**src/rtl/drum_pipe_mult.sv**
```systemverilog
// Three-stage pipelined DRUM approximate multiplier with valid/ready handshake.
// Optional macro DRUM_PIPE_SIGNED_EN selects two's-complement operands and result.
module drum_pipe_mult #(
  parameter int WIDTH = 16,
  parameter int K     = 4
) (
  input  logic               clk,
  input  logic               rst,
  input  logic               in_valid,
  output logic               in_ready,
  input  logic [WIDTH-1:0]   a,
  input  logic [WIDTH-1:0]   b,
  output logic               out_valid,
  input  logic               out_ready,
  output logic [2*WIDTH-1:0] r
);

  localparam int LW = $clog2(WIDTH);
  localparam int SW = $clog2(2*(WIDTH-K)+1);
  localparam int PW = 2*K;
  localparam int RW = 2*WIDTH;

  typedef struct packed {
    logic [K-1:0]  m;
    logic [SW-1:0] s;
  } op_t;

  function automatic logic [LW-1:0] lead_one(input logic [WIDTH-1:0] x);
    logic [LW-1:0] idx;
    idx = '0;
    for (int i = 0; i < WIDTH; i++)
      if (x[i]) idx = LW'(i);
    return idx;
  endfunction

  // Operands below 2^K pass through exactly; larger ones keep K bits from the
  // leading one down, with the lowest kept bit forced to 1 to unbias truncation.
  function automatic op_t drum_op(input logic [WIDTH-1:0] x);
    op_t res;
    int  kk;
    kk    = int'(lead_one(x));
    res.m = x[K-1:0];
    res.s = '0;
    if (kk >= K) begin
      res.s = SW'(kk - K + 1);
      res.m = K'(x >> (kk - K + 1)) | K'(1);
    end
    return res;
  endfunction

  logic en;
  assign en       = !out_valid | out_ready;
  assign in_ready = en;

  op_t op_a, op_b;
`ifdef DRUM_PIPE_SIGNED_EN
  logic [WIDTH-1:0] mag_a, mag_b;
  logic             sign_in;
  // Negating -2^(WIDTH-1) wraps back to itself, which read unsigned is its magnitude.
  assign mag_a   = a[WIDTH-1] ? -a : a;
  assign mag_b   = b[WIDTH-1] ? -b : b;
  assign sign_in = a[WIDTH-1] ^ b[WIDTH-1];
  assign op_a    = drum_op(mag_a);
  assign op_b    = drum_op(mag_b);
`else
  assign op_a    = drum_op(a);
  assign op_b    = drum_op(b);
`endif

  // Stage 1: mantissa/shift per operand.
  logic v1;
  op_t  op1_a, op1_b;

  // NOTE: sequential state uses non-blocking assignments so every stage samples
  // the previous stage's pre-edge value and the pipeline shifts cleanly.
  always_ff @(posedge clk or posedge rst) begin
    if (rst) begin
      v1    <= 1'b0;
      op1_a <= '0;
      op1_b <= '0;
    end else if (en) begin
      v1    <= in_valid;
      op1_a <= op_a;
      op1_b <= op_b;
    end
  end

  // Stage 2: K x K product and combined shift.
  logic          v2;
  logic [PW-1:0] p2;
  logic [SW-1:0] sh2;
  logic [PW-1:0] prod;
  logic [SW-1:0] sh_sum;

  assign prod   = {{K{1'b0}}, op1_a.m} * {{K{1'b0}}, op1_b.m};
  assign sh_sum = op1_a.s + op1_b.s;

  always_ff @(posedge clk or posedge rst) begin
    if (rst) begin
      v2  <= 1'b0;
      p2  <= '0;
      sh2 <= '0;
    end else if (en) begin
      v2  <= v1;
      p2  <= prod;
      sh2 <= sh_sum;
    end
  end

  // Stage 3: final shift (and optional negation) onto r.
  logic [RW-1:0] r_next;

`ifdef DRUM_PIPE_SIGNED_EN
  logic sign1, sign2;

  always_ff @(posedge clk or posedge rst) begin
    if (rst) begin
      sign1 <= 1'b0;
      sign2 <= 1'b0;
    end else if (en) begin
      sign1 <= sign_in;
      sign2 <= sign1;
    end
  end

  always_comb begin
    // NOTE: default assignment first so no path through this block infers a latch.
    r_next = {{(RW-PW){1'b0}}, p2} << sh2;
    if (sign2 && (r_next != '0))
      r_next = -r_next;
  end
`else
  always_comb begin
    r_next = {{(RW-PW){1'b0}}, p2} << sh2;
  end
`endif

  always_ff @(posedge clk or posedge rst) begin
    if (rst) begin
      out_valid <= 1'b0;
      r         <= '0;
    end else if (en) begin
      out_valid <= v2;
      r         <= r_next;
    end
  end

endmodule

```
**config.mk**
```make
export PLATFORM = sky130hd
export DESIGN_NAME = drum_pipe_mult
export DESIGN_NICKNAME = d
export VERILOG_FILES = /design/src/rtl/drum_pipe_mult.sv
export SDC_FILE = /design/constraint.sdc
export NUM_CORES = 1
export LEC_CHECK = 0
export CORE_ASPECT_RATIO = 0.6
export CORE_UTILIZATION = 38
export CTS_CLUSTER_SIZE = 8
export DETAILED_ROUTE_END_ITERATION = 10
export DONT_BUFFER_PORTS = 1
export HOLD_SLACK_MARGIN = 0.12
export PLACE_DENSITY = 0.62
export SYNTH_ARGS = -nofsm -noshare
export SYNTH_HDL_FRONTEND = slang
export SYNTH_SLANG_ARGS = --single-unit
```
**constraint.sdc**
```tcl
create_clock -name clk -period 3.25 [get_ports clk]
set_clock_uncertainty 0.1 [all_clocks]
set_input_delay 0.65 -clock clk [delete_from_list [all_inputs] [get_ports clk]]
set_output_delay 0.65 -clock clk [all_outputs]
set_load 0.01 [all_outputs]
```
### After elaboration in Yosys (flattened, before gate mapping)

Cells that the tools add are included.

| storage, ports and cells | value |
|---|---|
| flip-flop bits (word level) | 66 |
| output and inout port bits | 34 |
| word-level logic and storage cells | 55 |

| cells by class | value |
|---|---|
| add/sub/neg operators | 5 |
| $mul | 1 |
| magnitude comparators | 2 |
| shift-type cells | 3 |
| muxes and demuxes | 32 |
| bitwise gates (word level) | 1 |
| reductions and logical operators | 1 |

Operators by type and width:

| operator | number |
|---|---|
| $mux 4 | 26 |
| $shr 16x32->4 | 2 |
| $shl 8x5->32 | 1 |
| $mux 9 | 2 |
| $add 5x2->6 const B | 2 |
| $sub 4x3->5 const B | 2 |
| $ge 4x3->1 const B | 2 |
| $mul 4x4->8 | 1 |
| $add 5x5->5 | 1 |
| $mux 2 | 2 |
| $mux 1 | 2 |
| $logic_not 1->1 | 1 |
| $or 1x1->1 | 1 |

### Depth between registers and ports, before layout

| depth | value |
|---|---|
| depth after elaboration | 19 |
| mapped depth | 15 |
| gate-level depth less buffers | 13 |

### Least setup slack after synthesis

Ideal clock, no wire load.

| timing path | value |
|---|---|
| path kind | input -> register |
| from | in a[2] |
| to | reg op1_a[7] (netlist name) |
| setup time | 0.124 ns |
| arrival time | 3.265 ns |
| required time | 3.026 ns |
| slack | -0.239 ns |
| cell stages on the path | 11 |
| buffers on the path | 1 |
| path through | nand2b_1 a2111oi_1 o31ai_2 inv_1 ha_1 buf_1 xor2_2 mux2_2 o211ai_1 a211oi_1 a211o_1 |

| between the ends | value |
|---|---|
| longest elaborated chain between the ends | 18 |

RTL lines:

| what | RTL line | source |
|---|---|---|
| start: declaration | 11 | `input logic [WIDTH-1:0] a,` |
| $mux 2 (2 in series) | 32 | `if (x[i]) idx = LW'(i);` |
| $mux 4 (12 in series) | 32 |  |
| $sub 4x3->5 | 46 | `res.m = K'(x >> (kk - K + 1)) \| K'(1);` |
| $add 5x2->6 | 46 |  |
| $shr 16x32->4 | 46 |  |
| $mux 9 * | 44 | `if (kk >= K) begin` |
| end signal: assignment | 83 | `op1_a <= op_a;` |
| end: declaration | 72 | `op_t op1_a, op1_b;` |

Mark *: on every way between the ends. The rest lies on a longest branch, timed or not.
A chain may end at the register's enable or synchronous reset.

### Final worst setup path

| timing path | value |
|---|---|
| from | reg op1_b[8] (netlist name) |
| to | reg p2[7] |

| between the ends | value |
|---|---|
| longest elaborated chain between the ends | 1 |

RTL lines:

| what | RTL line | source |
|---|---|---|
| start: declaration | 72 |  |
| start signal: assignment | 84 | `op1_b <= op_b;` |
| $mul 4x4->8 | 95 | `assign prod = {{K{1'b0}}, op1_a.m} * {{K{1'b0}}, op1_b.m};` |
| end signal: assignment | 105 | `p2 <= prod;` |
| end: declaration | 90 | `logic [PW-1:0] p2;` |

No other way between the ends.

==> results.yml <==
status:
  outcome: "finished clean"
critical_path:
  required_ns: 3.34
  r2r_cells: 11
  crit_type: "reg -> reg"
  rr_endpoint: "p2[7]$_DFFE_PP0P_"
  r2r_setup_slack_ns: 0.21
  path_max_fanout: 5
  arrival_ns: 3.12
  start_kind: "flop"
  reg2reg_from: "op1_b[8]$_DFFE_PP0P_"
  critPathCaptureType: "flop"
finish:
  fill_cells: 1189
  nets: 665
  final_common_cell: "nand2_1"
  antenna_cells: 0
  final_cell_area_mm2: 0.005535
  layout_common_cells: "78 x nand2_1, 66 x dfrtp_1, 59 x nor2_1"
  drive_above_1_share_pct: 10.78
  final_util_pct: 44.74
  syn_to_final_growth_pct: 12.03
floorplan:
  die_h_um: 90.33
  rows: 31
  core_area_mm2: 0.01237
  initial_utilization_pct: 39.93
  io_pins: 70
  die_x_um: 149.2
  dieArea_mm2: 0.01348
timing:
  timing.fmax_mhz: 329.3
  rsz0062_at_grt: "no"
  worst_slack_ns: 0.2133
  hold_ws_ns: 0.1903
  drv_slew: 0
  worstMarginPinSlew_ns: 0.7465
  min_period_over_period_pct: 93.44
  setup_violations: 0
  period_needed_ns: 3.037
  worst_slew_margin_rel_pct: 50.23
  finalHoldViolations: 0
  tns_ns: 0
placed_design:
  gp_congestion: 0.9824
  place_hpwl_um: 10240
  post-place-ws_ns: 0.06286
  port_buffers: 0
  place_area_mm2: 0.005284
synthesis:
  synth_cell_types: 63
  ys_seq_area_share_pct: 33.43
  synth_edf_count: 0
  synth_flop_cell: "dfrtp_1"
  syn_avg_cell_area_um2: 8.332
  synth.net_count: 656
  synth_warnings: 0
  synthCells: 593
  synthArstFlopShare_pct: 100.0
  synth-seq-cells: 66
  synth_area_mm2: 0.004941
drt:
  viasPerCell: 5.906
  drc: 0
  drtPass1Iterations: 5
  drt-initial-drc-count: 390
  drtAntennaViolNets: 0
  wl_per_cell_um: 17.28
  wirelength_um: 13270
  num_vias: 4536
clock_tree:
  cts_hold_repair.buffers: 0
  cts-root-buf: "clkbuf_16"
  clk_pin_slew_ns: 0.05
  worstSkewPairLatency_ns: 0.34
  cts_buffers: 9
  postCtsSetupBuffers: 0
  clkSinkCount: 66
  ctsLongestPathBuffers: 2
  htree_levels: 3
  cts_tree: "yes"
worst_hold_path:
  hold_class: "in -> async"
global_routing:
  grt_usage_pct: 20.69
  antenna_found_initial: 0
  grt_max_degree: 80
  grt_pass1_wl_um: 22090
  first_global_vias: 4303
  grt-ovfl-total: 0
power_and_ir_drop:
  max-vdd-ir-drop_mv: 0.3520
  p_leak_nw: 2.483
  power.density_mw_per_mm2: 794.3
flow_run:
  drv_cap: 0
## final cells by class
type	count	area (um2)	share of cell area, %
multi-input combinational	459	3068	55.42
tap	165	206.4	3.730
inverter	36	136.4	2.464
clock buffer	11	242.7	4.385
clock inverter	1	5.005	0.09042
timing repair buffer	30	225.2	4.069
sequential	66	1652	29.84
## report_power, final
group / switching (mW) / internal (mW)
registers: 0.392 / 1.12
logic: 1.17 / 0.870
clock network: 0.330 / 0.517
total: 1.89 / 2.51
## registers in the layout, summed over array words and instances, names as in the netlist
signal and flops:
p2 8, v1 1, op1_b 9, r 32, v2 1, out_valid 1
op1_a 9, sh2 5
## worst max-delay path: stages, from the launching register on
cell	delay [ns]
dfrtp_1	0.41
nand2_1	0.11
fa_1	0.54
fa_1	0.55
inv_1	0.07
ha_1	0.29
a21o_1	0.17
a21oi_2	0.17
o21bai_1	0.08
a21oi_1	0.17
xor2_1	0.15
o21ai_0	0.08
## routing by layer
layer	up-vias	GRT usage, %	wire, um
li1	2144	-	-
met1	2197	32.42	6834
met2	183	27.25	5219
met3	12	6.111	1105
met4	0	4.252	111
met5	-	0	0
## synthesized netlist by cell type (9+ instances only)
library cell / number / share of area (%)
nand2b_1: 15 / 1.9
mux2i_1: 14 / 2.8
nand2_1: 78 / 5.9
inv_1: 34 / 2.6
dfrtp_1: 66 / 33
nor3_1: 10 / 1.0
a22o_1: 16 / 2.8
o31ai_1: 9 / 1.4
and2_1: 12 / 1.5
nor2b_1: 12 / 1.5
ha_1: 22 / 5.6
o21ai_0: 43 / 4.4
a31oi_1: 9 / 1.1
nor2_1: 59 / 4.5
clkbuf_1: 26 / 2.0
a21oi_1: 35 / 3.5
nand3_1: 9 / 0.91
## repair_timing
action / in CTS / in global routing
setup endpoints to repair: 0 / 1
gates resized for setup: 0 / 1
hold endpoints to repair: 0 / 0
## through the flow
step / instances / power, mW
finish: 768 / 4.397
detailed placement: 756 / 3.524
global placement: 756 / 3.464
floorplan: 593 / 2.992
CTS: 768 / 4.390
global route: 768 / 4.777
## worst max-delay path by stage
stage	start	to	slack [ns]	cells past startpoint
after global placement	b[9]	op1_b[7]$_DFFE_PP0P_	0.09	8
final	op1_b[8]$_DFFE_PP0P_	p2[7]$_DFFE_PP0P_	0.21	11
after CTS	op1_b[8]$_DFFE_PP0P_	p2[7]$_DFFE_PP0P_	0.16	11
after global routing	op1_b[8]$_DFFE_PP0P_	p2[7]$_DFFE_PP0P_	0.02	11
after detailed placement	b[9]	op1_b[7]$_DFFE_PP0P_	0.06	8
after floorplan	a[11]	op1_a[7]$_DFFE_PP0P_	-0.01	12
## cell families (layout without fill, tap and decap cells)
kind of cell    after synthesis  after routing  synth area share, %
compound gates              178            178                24.54
buf+inv                      68             78                5.394
fa+ha+maj                    27             27                7.597
flops                        66             66                33.43
mux                          22             22                5.571
xor+xnor                     14             14                2.634
simple gates                218            218                20.84
Note: power is estimated with default switching activity, not from simulation.
